File: config.mk
export PLATFORM = sky130hd
export DESIGN_NAME = instruction_fetch
export DESIGN_NICKNAME = d
export VERILOG_FILES = /design/src/rtl/instruction_fetch_pkg.sv /design/src/rtl/fetch_buffer.sv /design/src/rtl/instruction_fetch.sv
export SDC_FILE = /design/constraint.sdc
export NUM_CORES = 1
export LEC_CHECK = 0
export ABC_AREA = 1
export ABC_CLOCK_PERIOD_IN_PS = 5700
export CORE_UTILIZATION = 45
export DETAILED_ROUTE_END_ITERATION = 16
export PLACE_DENSITY = 0.81
export REMOVE_ABC_BUFFERS = 1
export SLEW_MARGIN = 25
export SYNTH_ARGS = -nofsm -noshare
export SYNTH_HDL_FRONTEND = slang
export SYNTH_HIERARCHICAL = 1
export SYNTH_SLANG_ARGS = --single-unit
File: constraint.sdc
create_clock -name clock -period 5.7 [get_ports clock]
set_clock_uncertainty 0.15 [all_clocks]
set_input_delay 1.14 -clock clock [delete_from_list [all_inputs] [get_ports clock]]
set_output_delay 1.14 -clock clock [all_outputs]
set_load 0.01 [all_outputs]
File: src/rtl/instruction_fetch_pkg.sv
// Shared widths, buffer depth and the prefetch entry type for the instruction
// fetch unit.
package instruction_fetch_pkg;

    localparam int ADDR_W      = 8;
    localparam int INST_W      = 8;
    localparam int FETCH_DEPTH = 2;
    localparam int CNT_W       = $clog2(FETCH_DEPTH + 1);

    typedef struct packed {
        logic [ADDR_W-1:0] pc;
        logic [INST_W-1:0] inst;
    } fetch_entry_t;

    // Sequential fetch address; wraps 255 -> 0 with no flag.
    function automatic logic [ADDR_W-1:0] pc_incr(input logic [ADDR_W-1:0] pc);
        return pc + {{(ADDR_W-1){1'b0}}, 1'b1};
    endfunction

endpackage

File: src/rtl/fetch_buffer.sv
// Two-entry in-order prefetch FIFO. The head entry and its valid flag are
// registers, so they can feed the consumer directly.
module fetch_buffer
    import instruction_fetch_pkg::*;
(
    input  logic             clock,
    input  logic             reset,
    input  logic             push,
    input  fetch_entry_t     push_entry,
    input  logic             pop,
    input  logic             flush,
    output logic [CNT_W-1:0] count,
    output logic             head_valid,
    output fetch_entry_t     head_entry
);

    localparam logic [CNT_W-1:0] CNT_ZERO = CNT_W'(0);
    localparam logic [CNT_W-1:0] CNT_ONE  = CNT_W'(1);
    localparam logic [CNT_W-1:0] CNT_FULL = CNT_W'(FETCH_DEPTH);

    fetch_entry_t     entry0_q, entry0_d;
    fetch_entry_t     entry1_q, entry1_d;
    logic [CNT_W-1:0] count_q, count_d;
    logic             valid_q, valid_d;

    // Next-state of the FIFO: a flush keeps the head data but empties the buffer.
    always_comb begin
        entry0_d = entry0_q;
        entry1_d = entry1_q;
        count_d  = count_q;
        if (flush) begin
            count_d = CNT_ZERO;
        end else begin
            case ({push, pop})
                2'b10: begin
                    if (count_q == CNT_ZERO) begin
                        entry0_d = push_entry;
                        count_d  = CNT_ONE;
                    end else if (count_q == CNT_ONE) begin
                        entry1_d = push_entry;
                        count_d  = CNT_FULL;
                    end else begin
                        count_d = count_q;
                    end
                end
                2'b01: begin
                    if (count_q == CNT_FULL) begin
                        entry0_d = entry1_q;
                        count_d  = CNT_ONE;
                    end else if (count_q == CNT_ONE) begin
                        count_d = CNT_ZERO;
                    end else begin
                        count_d = count_q;
                    end
                end
                2'b11: begin
                    if (count_q == CNT_FULL) begin
                        entry0_d = entry1_q;
                        entry1_d = push_entry;
                    end else if (count_q == CNT_ONE) begin
                        entry0_d = push_entry;
                    end else begin
                        entry0_d = push_entry;
                        count_d  = CNT_ONE;
                    end
                end
                default: begin
                    count_d = count_q;
                end
            endcase
        end
        valid_d = (count_d != CNT_ZERO);
    end

    // FIFO state registers with synchronous reset.
    always_ff @(posedge clock) begin
        if (reset) begin
            entry0_q <= fetch_entry_t'('0);
            entry1_q <= fetch_entry_t'('0);
            count_q  <= CNT_ZERO;
            valid_q  <= 1'b0;
        end else begin
            entry0_q <= entry0_d;
            entry1_q <= entry1_d;
            count_q  <= count_d;
            valid_q  <= valid_d;
        end
    end

    assign count      = count_q;
    assign head_valid = valid_q;
    assign head_entry = entry0_q;

endmodule

File: src/rtl/instruction_fetch.sv
// Instruction fetch front end: fetch address register, issue/redirect control
// and a two-entry prefetch buffer presenting {pc, instruction} to the consumer.
module instruction_fetch
    import instruction_fetch_pkg::*;
#(
    parameter logic [ADDR_W-1:0] START_ADDR = 8'd10
)
(
    input  logic              clock,
    input  logic              reset,
    output logic [ADDR_W-1:0] endereco,
    input  logic [INST_W-1:0] instrucao,
    input  logic              desvio,
    input  logic [ADDR_W-1:0] alvo,
    output logic              inst_valid,
    input  logic              inst_ready,
    output logic [INST_W-1:0] inst_out,
    output logic [ADDR_W-1:0] pc_out
);

    localparam logic [CNT_W-1:0] CNT_FULL = CNT_W'(FETCH_DEPTH);

    logic [ADDR_W-1:0] fetch_pc_q, fetch_pc_d;
    logic [CNT_W-1:0]  count_s;
    logic              head_valid_s;
    fetch_entry_t      head_entry_s;
    fetch_entry_t      push_entry_s;
    logic              pop_s;
    logic              issue_s;

    assign pop_s   = head_valid_s && inst_ready;
    assign issue_s = !desvio && ((count_s < CNT_FULL) || pop_s);

    assign push_entry_s.pc   = fetch_pc_q;
    assign push_entry_s.inst = instrucao;

    // A redirect overrides sequential fetch; otherwise advance only on issue.
    always_comb begin
        fetch_pc_d = fetch_pc_q;
        if (desvio) begin
            fetch_pc_d = alvo;
        end else if (issue_s) begin
            fetch_pc_d = pc_incr(fetch_pc_q);
        end else begin
            fetch_pc_d = fetch_pc_q;
        end
    end

    // Fetch address register.
    always_ff @(posedge clock) begin
        if (reset) begin
            fetch_pc_q <= START_ADDR;
        end else begin
            fetch_pc_q <= fetch_pc_d;
        end
    end

    fetch_buffer u_fetch_buffer (
        .clock      (clock),
        .reset      (reset),
        .push       (issue_s),
        .push_entry (push_entry_s),
        .pop        (pop_s),
        .flush      (desvio),
        .count      (count_s),
        .head_valid (head_valid_s),
        .head_entry (head_entry_s)
    );

    assign endereco   = fetch_pc_q;
    assign inst_valid = head_valid_s;
    assign inst_out   = head_entry_s.inst;
    assign pc_out     = head_entry_s.pc;

endmodule

# Word level (Yosys, flattened, before mapping)
# Index checks and enable logic that the tools add are counted.
dict set report word_totals {
  wordCells 49
  reg_bits 43
}
dict set report classes {
  bitwise 1
  n_reduce_logical 11
  n_mux 18
  n_lt_le_gt_ge 1
  n_addsub 1
  n_eq_ne 10
}
# operator count
set op_table {}
lappend op_table {{16-bit two-way mux} 6}
lappend op_table {{16-bit case mux with 3 select lines} 1}
lappend op_table {{16-bit case mux with 2 select lines} 1}
lappend op_table {{8-bit two-way mux} 2}
lappend op_table {{2-bit two-way mux} 7}
lappend op_table {{8-bit by 1-bit adder with 8-bit output, second input constant} 1}
lappend op_table {{2-bit by 1-bit inequality test with 1-bit output, second input constant} 4}
lappend op_table {{2-bit == test, second input constant} 3}
lappend op_table {{2-bit case mux with 3 select lines} 1}
lappend op_table {{2-bit nonzero test} 3}
lappend op_table {{5-bit AND reduction} 1}
lappend op_table {{2-bit by 1-bit == test with 1-bit output, second input constant} 2}
lappend op_table {{4-bit AND reduction} 1}
lappend op_table {{3-bit nonzero test} 1}
lappend op_table {{1-bit logical AND} 2}
lappend op_table {{2-bit logical NOT} 1}
lappend op_table {{2-bit less-than comparator, second input constant} 1}
lappend op_table {{2-bit inequality test, second input constant} 1}
lappend op_table {{1-bit logical NOT} 1}
lappend op_table {{1-bit logical OR} 1}
lappend op_table {{1-bit NOT} 1}

# Depth between registers and ports, before layout
# Gate-level depths: netlist (run 1).
dict set report depth {
  ltp_word 7
  depth_mapped 11
  mapped_depth_nobuf 9
}

# Hierarchy
# Netlist (run 1), hierarchy kept.
# mod cells_each n_inst area_each_um2
set modules_own_cells {}
lappend modules_own_cells {fetch_buffer 323 1 2063.2}
lappend modules_own_cells {instruction_fetch 89 1 549.3}

# Worst setup path before layout (run 1)
# OpenSTA, ideal clock, no wires.
dict set report synth_path {
  path_type {input to register}
  startpoint {in desvio}
  endpoint {reg u_fetch_buffer.entry0_q (netlist bit u_fetch_buffer/head_entry[10])}
  n_path_buf 4
  slack_ns 3.067
  t_required_ns 5.439
  t_arrival_ns 2.371
  stages 11
  cell_sequence {buf_6 > a21oi_4 > buf_4 > inv_4 > nor2_8 > nand2_4 > and2_4 > buf_6 > buf_6 > nor2_1 > nor2_1}
}
dict set report synth_via {
  elab_chain_len 5
}
# element line_no
set synth_lines {}
lappend synth_lines {{start, declared} instruction_fetch.sv:13} ;# input logic desvio,
lappend synth_lines {{1-bit logical NOT *} instruction_fetch.sv:32} ;# assign issue_s = !desvio && ((count_s < CNT_FULL) || pop_s);
lappend synth_lines {{1-bit logical AND *} instruction_fetch.sv:32}
lappend synth_lines {{via issue_s} instruction_fetch.sv:29} ;# logic issue_s;
lappend synth_lines {{2-bit by 1-bit == test with 1-bit output or 2-bit == test (tied branches)} fetch_buffer.sv:34} ;# case ({push, pop})
lappend synth_lines {{2-bit by 1-bit inequality test with 1-bit output (no line) or 3-bit nonzero test (tied branches)} -}
lappend synth_lines {{4-bit AND reduction (no line)} -}
lappend synth_lines {{end signal, assigned} fetch_buffer.sv:78} ;# entry0_q <= fetch_entry_t'('0);
lappend synth_lines {{end signal, assigned} fetch_buffer.sv:83} ;# entry0_q <= entry0_d;
lappend synth_lines {{end, declared} fetch_buffer.sv:21} ;# fetch_entry_t entry0_q, entry0_d;
# The timed path passes the listed nets; every way through them passes the cells marked *.
# A chain may end at the register's enable or synchronous reset.

# Worst setup path after layout (run 1)
dict set report layout_path {
  startpoint {in desvio}
  endpoint {reg u_fetch_buffer.entry0_q (netlist bit u_fetch_buffer/head_entry[11])}
}
# Same word-level chain as after synthesis.

==> impl_metrics.env, run 1 <==
export IMPL_gp_congestion=0.8203
export IMPL_ys_flop_type="dfxtp_1"
export IMPL_placementRows=27
export IMPL_cts_setup_buffers=0
export IMPL_htreeDepth=2
export IMPL_fin_nets=474
export IMPL_status="complete, no violations"
export IMPL_numCtsBuffers=5
export IMPL_worstSkewPairLatency_ps=290
export IMPL_drv_slew=0
export IMPL_hp_class="flip-flop to flip-flop"
export IMPL_drt_pass1_iter_count=4
export IMPL_power_mw=0.7707
export IMPL_via_count=2534
export IMPL_cts_root_buf="clkbuf_8"
export IMPL_powerDensity_nw_per_um2=242.8
export IMPL_p_clk_frac=0.360
export IMPL_rsz0062_at_grt="no"
export IMPL_synthTopCellsByCount="119 x nand2_1, 74 x inv_1, 58 x nor2_1"
export IMPL_finalCriticalPeriod_ps=3571
export IMPL_cellLeakagePower_nw=1.551
export IMPL_postRouteAntennaNets=0
export IMPL_final_util=0.5729
export IMPL_clock_sinks=43
export IMPL_fin_tns_setup_ps=0
export IMPL_synthesis_area_um2=2613
export IMPL_syn2layout_area_growth_pct=21.50
export IMPL_die_h_um=78.20
export IMPL_hpwl_um=3871
export IMPL_dieWidth_um=78.20
export IMPL_finalSetupViolCount=0
export IMPL_switching_share=0.2637
export IMPL_layout_drive_gt1_share=0.04922
export IMPL_start_util=0.4715
export IMPL_postCtsResizedCells=0
export IMPL_netlist_top_cells_area="dfxtp_1 33%, nand2_1 17%, inv_1 11%"
export IMPL_yosys_cell_count_top_type="nand2_1"
export IMPL_max_cap_violations=0
export IMPL_crit_arrival_ps=3600
export IMPL_synth_area_per_cell_um2=6.341
export IMPL_wire_per_inst_um=11.49
export IMPL_cts_max_path_buffers=2
export IMPL_ys_seq_area_frac=0.3295
export IMPL_io_buffers=44
export IMPL_place_area_um2=3042
export IMPL_grt_max_degree=34
export IMPL_ioPinCount=45
export IMPL_synth_cell_types=27
export IMPL_holdBufCountCts=0
export IMPL_maxSlewHeadroom=0.3673
export IMPL_synth_top_area_frac=0.3295
export IMPL_async_flop_share=0
export IMPL_antenna_found_initial=0
export IMPL_antenna_cells=0
export IMPL_overflow=0
export IMPL_synth_edf_count=0
export IMPL_min_period_over_period=0.6265
export IMPL_start_kind="input pin"
export IMPL_fmax_mhz=280.0
export IMPL_cp_required_ps=5730
export IMPL_end_kind="flip-flop"
export IMPL_drt_total_wl_um=5964
export IMPL_p_int_mw=0.5675
export IMPL_final_cell_area_um2=3174
export IMPL_power_frac_comb=0.204
export IMPL_critPathMaxFanout=17
export IMPL_power_frac_seq=0.436
export IMPL_drc=0
export IMPL_dieArea_um2=6114
export IMPL_drt_initial_drc_count=218
export IMPL_synthCells=412
export IMPL_synth_seq_cells=43
export IMPL_yosys_warnings=6
export IMPL_core_area_um2=5540
export IMPL_cts_tree="yes"
export IMPL_grt_use_total=0.2130
export IMPL_grt_first_pass_wirelength_um=10580
export IMPL_r2r_slack_ps=3200
export IMPL_viasPerCell=4.882
export IMPL_grt_pass1_vias=2383
export IMPL_holdWs_ps=360.3
export IMPL_power_switching_mw=0.2032
export IMPL_criticalPathCategory="input pin to flip-flop"
export IMPL_hold_viol=0
export IMPL_synth_top_cell_by_area="dfxtp_1"
export IMPL_worst_slew_pin_slew_ps=943.2
export IMPL_clk_pin_slew_ps=80
export IMPL_irDropWorstVdd_mv=0.1764
power groups by stage:
| stage | sequential (mW) | combinational (mW) | clock (mW) |
|---|---|---|---|
| after global routing | 0.339 | 0.178 | 0.297 |
| after floorplan | 0.346 | 0.0860 | 0 |
| final | 0.336 | 0.158 | 0.277 |
| after global placement | 0.342 | 0.154 | 0 |
| after CTS | 0.336 | 0.158 | 0.285 |
| after detailed placement | 0.342 | 0.156 | 0 |
placed cells by master, fill, tap and decap left out, drive strengths merged:
cell | synthesis | routed
nor2 | 61 | 61
nand2 | 124 | 124
bufinv | 0 | 2
o211ai | 2 | 2
a21oi | 8 | 8
clkinv | 0 | 1
and2 | 1 | 1
inv | 75 | 74
o21ai | 2 | 2
nand3b | 19 | 19
nand3 | 31 | 31
ha | 8 | 8
clkdlybuf4s50 | 0 | 44
dfxtp | 43 | 43
a31oi | 2 | 2
clkbuf | 5 | 6
or2 | 1 | 1
nand4 | 18 | 18
state kept, by name (all words and copies together) (netlist names):
register                   flops
u_fetch_buffer/head_valid      1
u_fetch_buffer/head_entry     16
u_fetch_buffer/entry1_q       16
u_fetch_buffer/count           2
endereco                       8
kinds of logic after synthesis:
kind of cell    count (synthesis)  share of synthesized area
fa+ha+maj                       8                    0.03832
simple gates                  255                     0.4492
flops                          43                     0.3295
compound gates                 14                    0.03544
buf+inv                        92                     0.1475
critical path, stage by stage:
cell and delay (ps):
clkdlybuf4s50_1 750, a21oi_4 530, inv_4 90, nand2_2 280, nand2_1 420, nand2_1 160, nand2_1 80, nor2_1 100
nor2_1 50
worst paths after layout:
check                                            startpoint                            end  depth (start not counted)
worst max-delay path                                 desvio  u_fetch_buffer/head_entry[11]                          9
worst min register to register  u_fetch_buffer/entry1_q[13]    u_fetch_buffer/entry1_q[13]                          4
worst min-delay path            u_fetch_buffer/entry1_q[13]    u_fetch_buffer/entry1_q[13]                          4
worst max register to register      u_fetch_buffer/count[1]     u_fetch_buffer/entry1_q[5]                          9
stage by stage:
step / cells / setup slack [ps]
global placement: 511 / 1895
floorplan: 395 / 3062
global route: 519 / 1940
detailed placement: 511 / 1832
finish: 519 / 2129
CTS: 519 / 2140
per-layer routing:
| layer | GRT usage | vias to the layer above | routed length [µm] | share of wire |
|---|---|---|---|---|
| li1 | - | 1323 | - | - |
| met1 | 0.2591 | 1132 | 2700 | 0.45 |
| met2 | 0.3684 | 70 | 2844 | 0.48 |
| met3 | 0.03837 | 9 | 321 | 0.054 |
| met4 | 0.08704 | 0 | 97 | 0.016 |
| met5 | 0 | - | 0 | 0 |
cell type report:
type                            instances  area, µm²
Inverter                               75      284.0
Tap cell                               72      90.09
Clock inverter                          2      60.06
Multi-Input combinational cell        277       1366
Timing Repair Buffer                   44      440.4
Sequential cell                        43      860.8
Fill cell                             541       2366
Clock buffer                            6      72.57
Note: power is estimated with default switching activity, not from simulation.
==> inputs of run 2 (changes only) <==
Settings changed: ABC_CLOCK_PERIOD_IN_PS 5700 to 3000, PLACE_DENSITY 0.81 to 0.83.
Clock period 5.7 ns to 3 ns, I/O delays scaled along.
==> run 2 against run 1 <==
  * Highest routed layer unchanged
  * Final cell count up 1.9%
  * Sequential cell count unchanged
  * Final area up 0.87%
  * Global-route usage down 0.14 points
  * Non-clock buffer count up 10
  * Setup slack worse by 1500 ps
  * Utilization up 0.50 points
  * Via count unchanged
  * Sequential power up 90%
  * Clock power up 30%
  * First-iteration DRC count down 16%
  * Sequential share of layout area down 0.23 points
==> impl_metrics.env, run 2 (same netlist as run 1, synthesis figures left out) <==
export IMPL_layout_drive_gt1_share=0.07002
export IMPL_syn2layout_area_growth_pct=22.56
export IMPL_numCtsBuffers=5
export IMPL_crit_arrival_ps=2370
export IMPL_io_buffers=44
export IMPL_crit_path_start="inst_ready"
export IMPL_fin_tns_setup_ps=0
export IMPL_drt_pass1_iter_count=5
export IMPL_finalSetupViolCount=0
export IMPL_powerDensity_nw_per_um2=408.3
export IMPL_fin_ws_ps=675.6
export IMPL_dieWidth_um=78.20
export IMPL_via_count=2534
export IMPL_critPathMaxFanout=17
export IMPL_end_kind="flip-flop"
export IMPL_grt_first_pass_wirelength_um=10340
export IMPL_die_h_um=78.20
export IMPL_hpwl_um=4193
export IMPL_r2r_slack_ps=1050
export IMPL_start_kind="input pin"
export IMPL_worstSkewPairLatency_ps=290
export IMPL_min_period_over_period=0.7748
export IMPL_htreeDepth=2
export IMPL_placementRows=27
export IMPL_wire_per_inst_um=11.25
export IMPL_cp_required_ps=3050
export IMPL_mostFrequentLayoutCells="119 x nand2_1, 74 x inv_1, 58 x nor2_1"
export IMPL_r2r_start="u_fetch_buffer/count[1]"
export IMPL_status="complete, no violations"
export IMPL_clk_pin_slew_ps=80
export IMPL_reg2reg_depth=8
export IMPL_cellLeakagePower_nw=1.577
export IMPL_hp_class="flip-flop to flip-flop"
export IMPL_clock_sinks=43
export IMPL_dp_slack_ps=379.3
export IMPL_start_util=0.4715
export IMPL_overflow=0
export IMPL_drc=0
export IMPL_irDropWorstVdd_mv=0.3192
export IMPL_maxSlewHeadroom=0.7424
export IMPL_finalCriticalPeriod_ps=2324
export IMPL_drv_slew=0
export IMPL_crit_path_end="u_fetch_buffer/head_entry[13]"
export IMPL_holdWs_ps=361.7
export IMPL_grt_pass1_vias=2318
export IMPL_gp_congestion=0.8622
export IMPL_rsz0062_at_grt="no"
export IMPL_drt_total_wl_um=5949
export IMPL_final_common_cell="nand2_1"
export IMPL_cts_tree="yes"
export IMPL_criticalPathCategory="input pin to flip-flop"
export IMPL_worst_slew_pin_slew_ps=386.0
export IMPL_cts_max_path_buffers=2
export IMPL_postCtsResizedCells=0
export IMPL_cts_root_buf="clkbuf_8"
export IMPL_holdBufCountCts=0
export IMPL_drt_initial_drc_count=184
export IMPL_cts_setup_buffers=0
export IMPL_power_mw=1.307
export IMPL_core_area_um2=5540
export IMPL_postRouteAntennaNets=0
export IMPL_reg2reg_to="u_fetch_buffer/head_entry[13]"
export IMPL_max_cap_violations=0
export IMPL_fmax_mhz=430.2
export IMPL_hold_viol=0
export IMPL_antenna_found_initial=0
export IMPL_grt_use_total=0.2116
export IMPL_ioPinCount=45
export IMPL_viasPerCell=4.790
export IMPL_antenna_cells=0
export IMPL_fin_nets=484
export IMPL_dieArea_um2=6114
export IMPL_grt_max_degree=19
run 2: cell types whose count changed in the layout (fill, tap and decap cells not counted):
| cell | before | now |
|---|---|---|
| clkinv_1 | 1 | 0 |
| clkinvlp_4 | 0 | 1 |
| bufinv_16 | 2 | 0 |
| buf_4 | 0 | 10 |
| inv_1 | 73 | 74 |
| clkinv_2 | 0 | 1 |
run 2: layout make-up:
cell class	count	area, µm²
clock inverter	2	12.51
sequential	43	860.8
fill	532	2338
clock buffer	6	72.57
tap	72	90.09
inverter	75	284.0
timing repair buffer	54	515.5
multi-input combinational	277	1366
run 2: routing by layer:
metal | up-vias | global-route usage | part of all wire
met4 | 0 | 0.08148 | 0.018
met1 | 1117 | 0.2647 | 0.46
met5 | - | 0 | 0
met2 | 65 | 0.3596 | 0.48
li1 | 1342 | - | -
met3 | 10 | 0.03721 | 0.046
run 2: how the worst min path moves through the flow:
| stage | start | to | slack (ps) | depth (start not counted) |
|---|---|---|---|---|
| 2_1_floorplan | u_fetch_buffer/entry1_q[0] | u_fetch_buffer/entry1_q[0] | 340 | 4 |
| 3_3_place_gp | u_fetch_buffer/entry1_q[14] | u_fetch_buffer/entry1_q[14] | 350 | 4 |
| 3_5_place_dp | u_fetch_buffer/entry1_q[14] | u_fetch_buffer/entry1_q[14] | 350 | 4 |
| 4_1_cts | u_fetch_buffer/entry1_q[14] | u_fetch_buffer/entry1_q[14] | 360 | 4 |
| 5_1_grt | u_fetch_buffer/entry1_q[14] | u_fetch_buffer/entry1_q[14] | 400 | 4 |
| 6_report | u_fetch_buffer/entry1_q[13] | u_fetch_buffer/entry1_q[13] | 360 | 4 |
run 2: per-stage QoR:
stage | cells | area [µm²] | util
6_report | 529 | 3202 | 0.5779
5_1_grt | 529 | 3202 | 0.5779
4_1_cts | 529 | 3202 | 0.5779
3_5_place_dp | 521 | 3117 | 0.5626
3_3_place_gp | 521 | 3117 | 0.5626
2_1_floorplan | 395 | 2511 | -
run 2: critical path, cell delays in order:
cell	delay, ps
clkdlybuf4s50_1	470
nand2_2	100
inv_1	320
inv_1	130
nand2_1	160
nand2_4	150
and2_4	250
nor2_1	130
nor2_1	50
run 2: power breakdown:
part | internal, mW | switching, mW
registers | 0.607 | 0.0316
logic | 0.146 | 0.162
clock network | 0.163 | 0.198
total | 0.916 | 0.392
==> inputs of run 3 (changes only) <==
Settings changed: ABC_CLOCK_PERIOD_IN_PS 3000 to 2200, PLACE_DENSITY 0.83 to 0.81.
Clock period 3 ns to 2.2 ns, I/O delays scaled along.
==> run 3 against run 2 <==
  * Critical path depth down 8
  * Clock-buffer cell count stayed put
  * Wire length rose by 2.6%
  * Global-route usage up 0.36 points
==> impl_metrics.env, run 3 (same netlist as run 1, synthesis figures left out) <==
export IMPL_crit_arrival_ps=1390
export IMPL_cellLeakagePower_nw=1.646
export IMPL_htreeDepth=2
export IMPL_drc=0
export IMPL_cp_depth=1
export IMPL_maxSlewHeadroom=0.7564
export IMPL_drv_slew=0
export IMPL_grt_use_total=0.2153
export IMPL_antenna_cells=0
export IMPL_cts_max_path_buffers=2
export IMPL_hpwl_um=4289
export IMPL_antenna_found_initial=0
export IMPL_die_h_um=78.20
export IMPL_cp_required_ps=1610
export IMPL_fin_ws_ps=222.1
export IMPL_start_util=0.4715
export IMPL_core_area_um2=5540
export IMPL_min_period_over_period=0.8990
export IMPL_dieWidth_um=78.20
export IMPL_grt_max_degree=33
export IMPL_cts_root_buf="clkbuf_8"
export IMPL_critPathMaxStageDelay_ps=600
export IMPL_ioPinCount=45
export IMPL_overflow=0
export IMPL_cts_tree="yes"
export IMPL_grt_pass1_vias=2397
export IMPL_via_count=2623
export IMPL_clock_sinks=43
export IMPL_fin_tns_setup_ps=0
export IMPL_postCtsResizedCells=0
export IMPL_crit_buf_inv=1
export IMPL_fill_cells=516
export IMPL_irDropWorstVdd_mv=0.3511
export IMPL_final_util=0.6005
export IMPL_stdcell_count=539
export IMPL_hp_class="flip-flop to flip-flop"
export IMPL_criticalPathCategory="flip-flop to output port"
export IMPL_status="complete, no violations"
export IMPL_drt_total_wl_um=6105
export IMPL_numCtsBuffers=5
export IMPL_clk_pin_slew_ps=80
export IMPL_dieArea_um2=6114
export IMPL_hold_viol=0
export IMPL_r2r_slack_ps=350
export IMPL_final_cell_area_um2=3327
export IMPL_cpMaxStageDelayCell="clkdlybuf4s50_1"
export IMPL_finalCriticalPeriod_ps=1978
export IMPL_postRouteAntennaNets=0
export IMPL_final_common_cell="nand2_1"
export IMPL_cts_setup_buffers=0
export IMPL_viasPerCell=4.866
export IMPL_reg2reg_to="u_fetch_buffer/head_entry[12]"
export IMPL_holdBufCountCts=0
export IMPL_end_kind="output port"
export IMPL_rsz0062_at_grt="no"
export IMPL_layout_drive_gt1_share=0.08994
export IMPL_start_kind="flip-flop"
export IMPL_syn2layout_area_growth_pct=27.35
export IMPL_crit_path_start="endereco[2]"
export IMPL_place_area_um2=3242
export IMPL_wire_per_inst_um=11.33
export IMPL_r2r_start="u_fetch_buffer/count[1]"
export IMPL_power_mw=1.805
export IMPL_critical_path_cell_chain="clkdlybuf4s50_1"
export IMPL_fin_nets=494
export IMPL_placed_cells=531
export IMPL_placementRows=27
export IMPL_powerDensity_nw_per_um2=542.5
export IMPL_drt_pass1_iter_count=4
export IMPL_worst_slew_pin_slew_ps=364.9
export IMPL_drt_initial_drc_count=173
export IMPL_finalSetupViolCount=0
export IMPL_worstSkewPairLatency_ps=290
export IMPL_fmax_mhz=505.6
export IMPL_max_cap_violations=0
export IMPL_mostFrequentLayoutCells="119 x nand2_1, 74 x inv_1, 58 x nor2_1"
export IMPL_gp_congestion=0.8927
export IMPL_dp_slack_ps=19.70
export IMPL_crit_path_end="endereco[2]"
export IMPL_critPathMaxFanout=8
export IMPL_reg2reg_depth=8
export IMPL_grt_first_pass_wirelength_um=10630
export IMPL_io_buffers=44
export IMPL_holdWs_ps=364.7
export IMPL_critical_path_top_delay_family="buffers and inverters"
-- run 3: cell count changes in the layout (fill, tap and decap cells not counted), sizes merged --
cell,previous run,this run
buf,10,20
-- run 3: layer usage --
| metal | up-vias | GRT usage | part of all wire |
|---|---|---|---|
| li1 | 1359 | - | - |
| met1 | 1163 | 0.2598 | 0.43 |
| met2 | 94 | 0.3886 | 0.50 |
| met3 | 7 | 0.03372 | 0.063 |
| met4 | 0 | 0.06667 | 0.011 |
| met5 | - | 0 | 0 |
-- run 3: worst min path at each step --
stage          slack (ps)                   startpoint                           to  cells past startpoint
2_1_floorplan         340   u_fetch_buffer/entry1_q[0]   u_fetch_buffer/entry1_q[0]                      4
3_3_place_gp          340   u_fetch_buffer/entry1_q[2]   u_fetch_buffer/entry1_q[2]                      4
3_5_place_dp          350  u_fetch_buffer/entry1_q[12]  u_fetch_buffer/entry1_q[12]                      4
4_1_cts               370  u_fetch_buffer/entry1_q[12]  u_fetch_buffer/entry1_q[12]                      4
5_1_grt               390   u_fetch_buffer/entry1_q[9]   u_fetch_buffer/entry1_q[9]                      4
6_report              360   u_fetch_buffer/entry1_q[5]   u_fetch_buffer/entry1_q[5]                      4
-- run 3: worst register-to-register path: stages, from the launching register on --
cell and delay [ps]:
dfxtp_1 540, inv_1 150, ha_1 200, inv_1 60, nand2_1 80, nand2_4 150
and2_4 280, nor2_1 90, nor2_1 80
-- run 3: power by group --
part           switching, mW  internal [mW]
logic                  0.227          0.219
registers             0.0400          0.828
clock network          0.268          0.222
-- run 3: layout make-up --
type / instances / area [µm²] / area share
inverters: 75 / 284.0 / 0.08537
flip-flops and latches: 43 / 860.8 / 0.2587
clock inverters: 2 / 12.51 / 0.003761
multi-input cells: 277 / 1366 / 0.4107
clock buffers: 6 / 72.57 / 0.02181
well taps: 72 / 90.09 / 0.02708
repair buffers: 64 / 640.6 / 0.1926
==> edit: new RTL, config.mk and constraints of run 1 <==
Change the package constant `ADDR_W` from 8 to 10.
--- a/src/rtl/instruction_fetch_pkg.sv
+++ b/src/rtl/instruction_fetch_pkg.sv
@@ -2,7 +2,7 @@
 // fetch unit.
 package instruction_fetch_pkg;
 
-    localparam int ADDR_W      = 8;
+    localparam int ADDR_W      = 10;
     localparam int INST_W      = 8;
     localparam int FETCH_DEPTH = 2;
     localparam int CNT_W       = $clog2(FETCH_DEPTH + 1);
Ports: changed (resized alvo, endereco and pc_out); port bits go from 45 to 51. No check against the original RTL was run, so the function may have changed too.
==> edit against run 1 <==
Combinational power up 15%. Worst hold slack better by 0.0044 ns. Worst setup slack better by 0.0083 ns. Synthesized cell count is 11% higher. The run now ends with DRC left. Power rose by 5.1%. Cell area rose by 13%. Maximum frequency is 0.23% higher. Sequential cell count rose by 6. Wire length grew 14%. Largest power group unchanged. Synthesized area grew 16%.
==> edit: results (changes against run 1) <==
Area contributors post-synth dfxtp_1, nand2_1, inv_1 (unchanged); Non-clk bufs 50 (was 44); Hold Startpoint u_fetch_buffer/entry1_q[1] (was u_fetch_buffer/entry1_q[13]); Pre-Repair DR Iteration Count 10 (was 4); combinational group power 0.182 mW (was 0.158 mW); filler cell count 612 (was 541); vias per inst 5.02 (was 4.88); Multi-input gate area 1590 um2 (was 1370 um2); Switching Power 0.235 mW (was 0.203 mW); Routed WL 6790 um (was 5960 um); Nets 524 (was 474); I/O Buffers 50 (was 44); clock network share of area 2.90% (was 4.18%); dpl cell area 3470 um2 (was 3040 um2); R2R depth 11 (was 9); # DRC 5 (was 0); WHS Endpoint u_fetch_buffer/entry1_q[1] (was u_fetch_buffer/entry1_q[13]); post-DP HPWL 4450 um (was 3870 um); vias 2,867 (was 2,534); most frequent cells after synthesis nand2_1, inv_1, dfxtp_1 (was nand2_1, inv_1, nor2_1); drt initial violations 208 (was 218); Non-clk invs 80 (was 75); Crit path largest cell delay 0.83 ns (was 0.75 ns); Tot GR Track Use 21.0% (was 21.3%); leakage power 1.69 nW (was 1.55 nW); vias in the first global route 2,814 (was 2,383); multi-input gate count 308 (was 277); Setup WS pre-CTS 1.84 ns (was 1.83 ns); Final Hold Slack 0.365 ns (was 0.360 ns); Placed Cells 564 (was 511); clock tree sinks 49 (was 43); largest net degree at the start of global routing 38 (was 34); Core Util, Final 55.7% (was 57.3%); failing checks DRC; NonClk Buf Share 14.0% (was 13.9%); post-route clock period utilization 62.5% (was 62.7%); data arrival time of the critical path 3.62 ns (was 3.60 ns); maximum vdd drop 0.115 mV (was 0.176 mV); Post-Syn Instances 456 (was 412); core area 6420 um2 (was 5540 um2); post-synthesis sequential area ratio 32.5% (was 33.0%); total sequential power 0.383 mW (was 0.336 mW); reg2reg start u_fetch_buffer/head_valid (was u_fetch_buffer/count[1]); Worst R2R Setup Slack 3.42 ns (was 3.20 ns); Yosys cell types 34 (was 27); routability congestion estimate from global placement 0.831 (was 0.820); Seq area share 27.4% (was 27.1%); Crit Path Max Fanout 19 (was 17); global-route wire length before repair 12,200 um (was 10,600 um); worst r2r dst u_fetch_buffer/head_entry[16] (was u_fetch_buffer/entry1_q[5]); final-layout clock buffer total 5 (was 6); Sw Ratio 29.0% (was 26.4%); status complete, but fails checks (was finished clean); Slew HR 45.1% (was 36.7%)
[edit: changes by cell type after synthesis, sizes merged, moves of 2 or more]
cell,run 1,this run
nand4,18,20
nor2,61,66
clkbuf,5,2
dfxtp,43,49
nand3,31,33
xor2,0,2
buf,12,17
o21ai,2,6
nand2,124,135
inv,75,80
[edit: logic make-up after synthesis]
family / Yosys count / share of synthesized area [%]
XOR/XNOR: 2 / 0.580
AND/OR/NAND/NOR: 277 / 44.7
adder cells (fa/ha/maj): 8 / 3.31
flip-flops: 49 / 32.5
buffers and inverters: 99 / 15.0
AO/OA/AOI/OAI: 21 / 4.02
[edit: layer usage]
layer  vias to the layer above  share of wire, %  track usage, %
met1                      1312                44            26.0
met5                         -                 0               0
li1                       1475                 -               -
met4                         0               1.6            9.09
met3                         9               5.0            2.77
met2                        71                49            36.4
